===== config.mk =====
export PLATFORM = sky130hd
export DESIGN_NAME = sync_fifo_v2
export DESIGN_NICKNAME = d
export VERILOG_FILES = /design/src/rtl/sync_fifo_v2.sv
export SDC_FILE = /design/constraint.sdc
export NUM_CORES = 1
export LEC_CHECK = 0
export CAP_MARGIN = 20
export CORE_ASPECT_RATIO = 1.4
export CORE_UTILIZATION = 25
export DETAILED_ROUTE_END_ITERATION = 7
export PLACE_DENSITY_LB_ADDON = 0.25
export SETUP_SLACK_MARGIN = 0.02
export SLEW_MARGIN = 10
export SYNTH_ARGS = -nofsm -noshare
export SYNTH_HDL_FRONTEND = slang
export SYNTH_SLANG_ARGS = --single-unit
export TNS_END_PERCENT = 30

===== constraint.sdc =====
create_clock -name clk -period 5.6 [get_ports clk]
set_input_delay 1.12 -clock clk [delete_from_list [all_inputs] [get_ports clk]]
set_output_delay 1.12 -clock clk [all_outputs]
set_load 0.03 [all_outputs]

===== src/rtl/sync_fifo_v2.sv =====
// Single-clock FIFO with registered status flags, sticky error flags and
// a selectable registered-read or first-word-fall-through read port.
module sync_fifo_v2 #(
   parameter int WIDTH     = 32,
   parameter int DEPTH     = 3,
   parameter int AF_THRESH = DEPTH - 1,
   parameter int AE_THRESH = 1,
   parameter int FWFT      = 0
) (
   input  logic                       clk,
   input  logic                       reset,
   input  logic                       w_valid,
   input  logic [WIDTH-1:0]           data_in,
   input  logic                       r_ready,
   input  logic                       clr_err,
   output logic [WIDTH-1:0]           data_out,
   output logic                       r_valid,
   output logic                       fifo_full,
   output logic                       fifo_empty,
   output logic                       almost_full,
   output logic                       almost_empty,
   output logic [$clog2(DEPTH+1)-1:0] level,
   output logic                       overflow,
   output logic                       underflow
);

   localparam int LW = $clog2(DEPTH + 1);
   localparam int PW = $clog2(DEPTH);

   logic [WIDTH-1:0] r_mem [DEPTH];
   logic [PW-1:0]    r_wptr;
   logic [PW-1:0]    r_rptr;
   logic [LW-1:0]    r_level;
   logic             r_full;
   logic             r_empty;
   logic             r_af;
   logic             r_ae;
   logic             r_ovf;
   logic             r_unf;

   logic             w_wr;
   logic             w_rd;
   logic             w_unf_set;
   logic [LW-1:0]    w_level_nxt;

   // Pointers wrap explicitly at DEPTH-1 so non-power-of-2 depths work.
   function automatic logic [PW-1:0] ptr_inc(input logic [PW-1:0] p);
      return (p == PW'(DEPTH - 1)) ? '0 : p + PW'(1);
   endfunction

   // In FWFT mode r_valid mirrors ~r_empty, so one pop condition serves both modes.
   assign w_wr      = w_valid & ~r_full;
   assign w_rd      = r_ready & ~r_empty;
   assign w_unf_set = (FWFT == 0) && r_ready && r_empty;

   always_comb begin
      w_level_nxt = r_level;
      case ({w_wr, w_rd})
         2'b10:   w_level_nxt = r_level + LW'(1);
         2'b01:   w_level_nxt = r_level - LW'(1);
         default: w_level_nxt = r_level;
      endcase
   end

   always_ff @(posedge clk) begin
      if (w_wr) r_mem[r_wptr] <= data_in;
   end

   always_ff @(posedge clk or negedge reset) begin
      if (!reset) begin
         r_wptr  <= '0;
         r_rptr  <= '0;
         r_level <= '0;
         r_full  <= 1'b0;
         r_empty <= 1'b1;
         r_af    <= 1'b0;
         r_ae    <= 1'b1;
         r_ovf   <= 1'b0;
         r_unf   <= 1'b0;
      end else begin
         if (w_wr) r_wptr <= ptr_inc(r_wptr);
         if (w_rd) r_rptr <= ptr_inc(r_rptr);
         r_level <= w_level_nxt;
         r_full  <= (w_level_nxt == LW'(DEPTH));
         r_empty <= (w_level_nxt == '0);
         r_af    <= (int'(w_level_nxt) >= AF_THRESH);
         r_ae    <= (int'(w_level_nxt) <= AE_THRESH);
         // A new error event wins over a same-cycle clear.
         if (w_valid && r_full) r_ovf <= 1'b1;
         else if (clr_err)      r_ovf <= 1'b0;
         if (w_unf_set)         r_unf <= 1'b1;
         else if (clr_err)      r_unf <= 1'b0;
      end
   end

   generate
      if (FWFT == 0) begin : g_reg_read
         logic [WIDTH-1:0] r_dout;
         logic             r_rvalid;

         always_ff @(posedge clk or negedge reset) begin
            if (!reset) begin
               r_dout   <= '0;
               r_rvalid <= 1'b0;
            end else begin
               if (w_rd) r_dout <= r_mem[r_rptr];
               r_rvalid <= w_rd;
            end
         end

         assign data_out = r_dout;
         assign r_valid  = r_rvalid;
      end else begin : g_fwft_read
         // Head word is exposed straight from storage; zero while empty.
         assign data_out = r_empty ? '0 : r_mem[r_rptr];
         assign r_valid  = ~r_empty;
      end
   endgenerate

   assign fifo_full    = r_full;
   assign fifo_empty   = r_empty;
   assign almost_full  = r_af;
   assign almost_empty = r_ae;
   assign level        = r_level;
   assign overflow     = r_ovf;
   assign underflow    = r_unf;

endmodule

==> results.sh <==
export IMPL_hold_slack_ps=486
export IMPL_routed_wl_um=11600
export IMPL_start_util_pct=25.4
export IMPL_num_vias=2981
export IMPL_cts_setup_buffers=0
export IMPL_yosysWarningCount=0
export IMPL_multi_input_area_um2=928
export IMPL_clk_path_buf_depth=2
export IMPL_ys_ff_latch=141
export IMPL_status="finished clean"
export IMPL_routedWlPerCell_um=17.3
export IMPL_root_buffer="clkbuf_16"
export IMPL_overflow=0
export IMPL_rsz0062_at_grt="no"
export IMPL_fin_area_mm2=0.00668
export IMPL_hold_buffers=0
export IMPL_cp_required_ps=5930
export IMPL_dp_hpwl_um=6680
export IMPL_clkPwrFrac_pct=28.7
export IMPL_p_sw_mw=1.35
export IMPL_clk_pin_slew_worst_paths_ps=60
export IMPL_seq_power_share_pct=41.0
export IMPL_p_leak_nw=2.36
export IMPL_period_share_pct=62.2
export IMPL_hold_path_class="reg2reg"
export IMPL_worst_pin_slew_ps=956
export IMPL_dieHeight_um=170
export IMPL_drive_gt1_share_pct=11.9
export IMPL_drv_cap=0
export IMPL_clkLatencyLatePin_ps=400
export IMPL_vdd_drop_max_uv=225
export IMPL_cts_resized=0
export IMPL_numPortBuffers=77
export IMPL_max_freq_ghz=0.287
export IMPL_seq_area_frac_synth_pct=79.8
export IMPL_ant_nets=0
export IMPL_post_dp_cell_area_mm2=0.00609
export IMPL_synth_fa_ha_area_share_pct=0.249
export IMPL_clkSinkCount=141
export IMPL_critPathCaptureType="register"
export IMPL_seq_area_mm2=0.00401
export IMPL_slew_headroom_pct=36.2
export IMPL_period_minus_slack_ps=3480
export IMPL_synth_area_mm2=0.00503
export IMPL_combPwrFrac_pct=30.3
export IMPL_power_density_mw_per_mm2=590
export IMPL_drcViolationCount=0
export IMPL_cts_buffers=17
export IMPL_crit_type="in2reg"
export IMPL_antennaDiodeCount=0
export IMPL_final_cell_mix="96 x edfxtp_1, 76 x clkdlybuf4s50_1, 60 x a21oi_1"
export IMPL_setup_viol=0
export IMPL_worst_ep_arrival_time_ps=3810
export IMPL_first_pass_iters=4
export IMPL_dieArea_mm2=0.0207
export IMPL_synth_cell_types=26
export IMPL_synthMuxAreaShare_pct=0.846
export IMPL_synth_compound_area_share_pct=11.4
export IMPL_grt_usage_pct=12.1
export IMPL_antenna_found_initial=0
export IMPL_final_common_cell="edfxtp_1"
export IMPL_n_fill_cell=1911
export IMPL_total_power_mw=3.94
export IMPL_viasPerCell=4.43
export IMPL_syn_num_nets=362
export IMPL_h_tree_depth=4
export IMPL_fin_util_pct=33.8
export IMPL_syn_area_per_cell_um2=15.5
export IMPL_path_max_fanout=37
export IMPL_die_w_um=122
export IMPL_fp_row_count=61
export IMPL_finalHoldViolations=0
export IMPL_coreArea_mm2=0.0198
export IMPL_start_kind="input pin"
export IMPL_grt_max_degree=46
export IMPL_ioPinCount=78
export IMPL_grt_pass1_wl_um=18100
export IMPL_netlist_instances=324
export IMPL_nets=446
export IMPL_grt_pass1_vias=3143
export IMPL_timing_setup_tns_ps=0
export IMPL_cts_tree="done"
export IMPL_gp_congestion=0.609
export IMPL_internal_power_mw=2.59
export IMPL_slew_viol_final=0
export IMPL_drt_iter0_markers=196
export IMPL_swShare_pct=34.3
export IMPL_synthXorXnorAreaFrac_pct=1.05
export IMPL_skew_ps=6.39
export IMPL_synth_top_family_by_area="compound AO/OA/AOI/OAI gates"
export IMPL_area_delta_synth_final_pct=32.9
export IMPL_synthSimpleGateAreaFrac_pct=4.48
metrics by stage:
step / cells / setup slack, ps
floorplan: 324 / 1400
global placement: 641 / 1690
detailed placement: 641 / 1600
CTS: 673 / 2060
global route: 673 / 1890
finish: 673 / 2120
path summary, 6_finish.rpt:
kind                                          start                        to  slack, ps  cells after the start
max                                         r_ready     almost_full$_DFF_PN0_       2120                      6
min reg2reg                data_out[20]$_DFFE_PN0P_  data_out[20]$_DFFE_PN0P_        490                      2
min in group asynchronous                     reset   data_out[5]$_DFFE_PN0P_        820                      2
max reg2reg                    fifo_empty$_DFF_PN1_     almost_full$_DFF_PN0_       2700                      5
max in group asynchronous                     reset     r_rptr[1]$_DFFE_PN0P_       4300                      2
min                        data_out[20]$_DFFE_PN0P_  data_out[20]$_DFFE_PN0P_        490                      2
state kept, by name, indices dropped and copies added, names as in the netlist:
signal        flops
overflow          1
r_wptr            2
r_valid           1
almost_empty      1
r_mem            96
data_out         32
level             2
fifo_full         1
r_rptr            2
fifo_empty        1
underflow         1
almost_full       1
worst max-delay path, cell delays in order:
cell	delay [ps]
clkdlybuf4s50_1	490
nand2b_2	500
inv_2	800
ha_1	420
nor2_1	290
xor2_1	170
synth_stat cells:
| cell type | count | area [µm²] |
|---|---|---|
| inv_2 | 1 | 3.75 |
| dfrtp_1 | 43 | 1080 |
| nor3b_1 | 2 | 15.0 |
| mux2_2 | 2 | 22.5 |
| buf_2 | 16 | 80.1 |
| dfstp_2 | 2 | 52.6 |
| a22oi_1 | 30 | 225 |
| nor2b_4 | 1 | 13.8 |
| edfxtp_1 | 96 | 2880 |
| nand2b_1 | 3 | 18.8 |
| nor2_2 | 1 | 6.26 |
| o21ai_0 | 5 | 25.0 |
| buf_4 | 2 | 15.0 |
| xnor2_1 | 4 | 35.0 |
| a21o_1 | 2 | 15.0 |
| xor2_1 | 2 | 17.5 |
| a21oi_1 | 60 | 300 |
| nand2_1 | 11 | 41.3 |
| nor3_1 | 1 | 5.00 |
| nand3_1 | 1 | 5.00 |
| mux2i_1 | 2 | 20.0 |
| clkbuf_2 | 1 | 5.00 |
| o31ai_1 | 1 | 7.51 |
| inv_1 | 2 | 7.51 |
| ha_1 | 1 | 12.5 |
| nor2_1 | 32 | 120 |
layer usage:
layer | GRT usage (%) | share of wire, % | wire (µm)
met1 | 14.4 | 41 | 4740
met4 | 4.46 | 1.2 | 142
met3 | 3.55 | 5.2 | 602
met5 | 0 | 0 | 0
met2 | 20.6 | 53 | 6130
cells by family (layout without fill, tap and decap cells):
kind of cell    Yosys count  in the layout
xor+xnor                  6              6
flops                   141            141
mux                       4              4
simple gates             52             52
compound gates           98             98
buf+inv                  22            119
fa+ha+maj                 1              1
final cells by class:
type | instances | share of cell area, %
Clock inverter | 13 | 2.43
Sequential cell | 141 | 60.1
Inverter | 3 | 0.169
Timing Repair Buffer | 84 | 12.2
Multi-Input combinational cell | 161 | 13.9
Clock buffer | 19 | 6.48
Tap cell | 252 | 4.72
power groups by stage:
stage	combinational, mW	sequential (mW)	clock [mW]
after global placement	1.20	1.64	0
after global routing	1.30	1.66	1.20
final	1.19	1.62	1.13
after detailed placement	1.22	1.64	0
after CTS	1.22	1.63	1.16
after floorplan	0.484	1.84	0
Power figures use the tool's default switching activity.
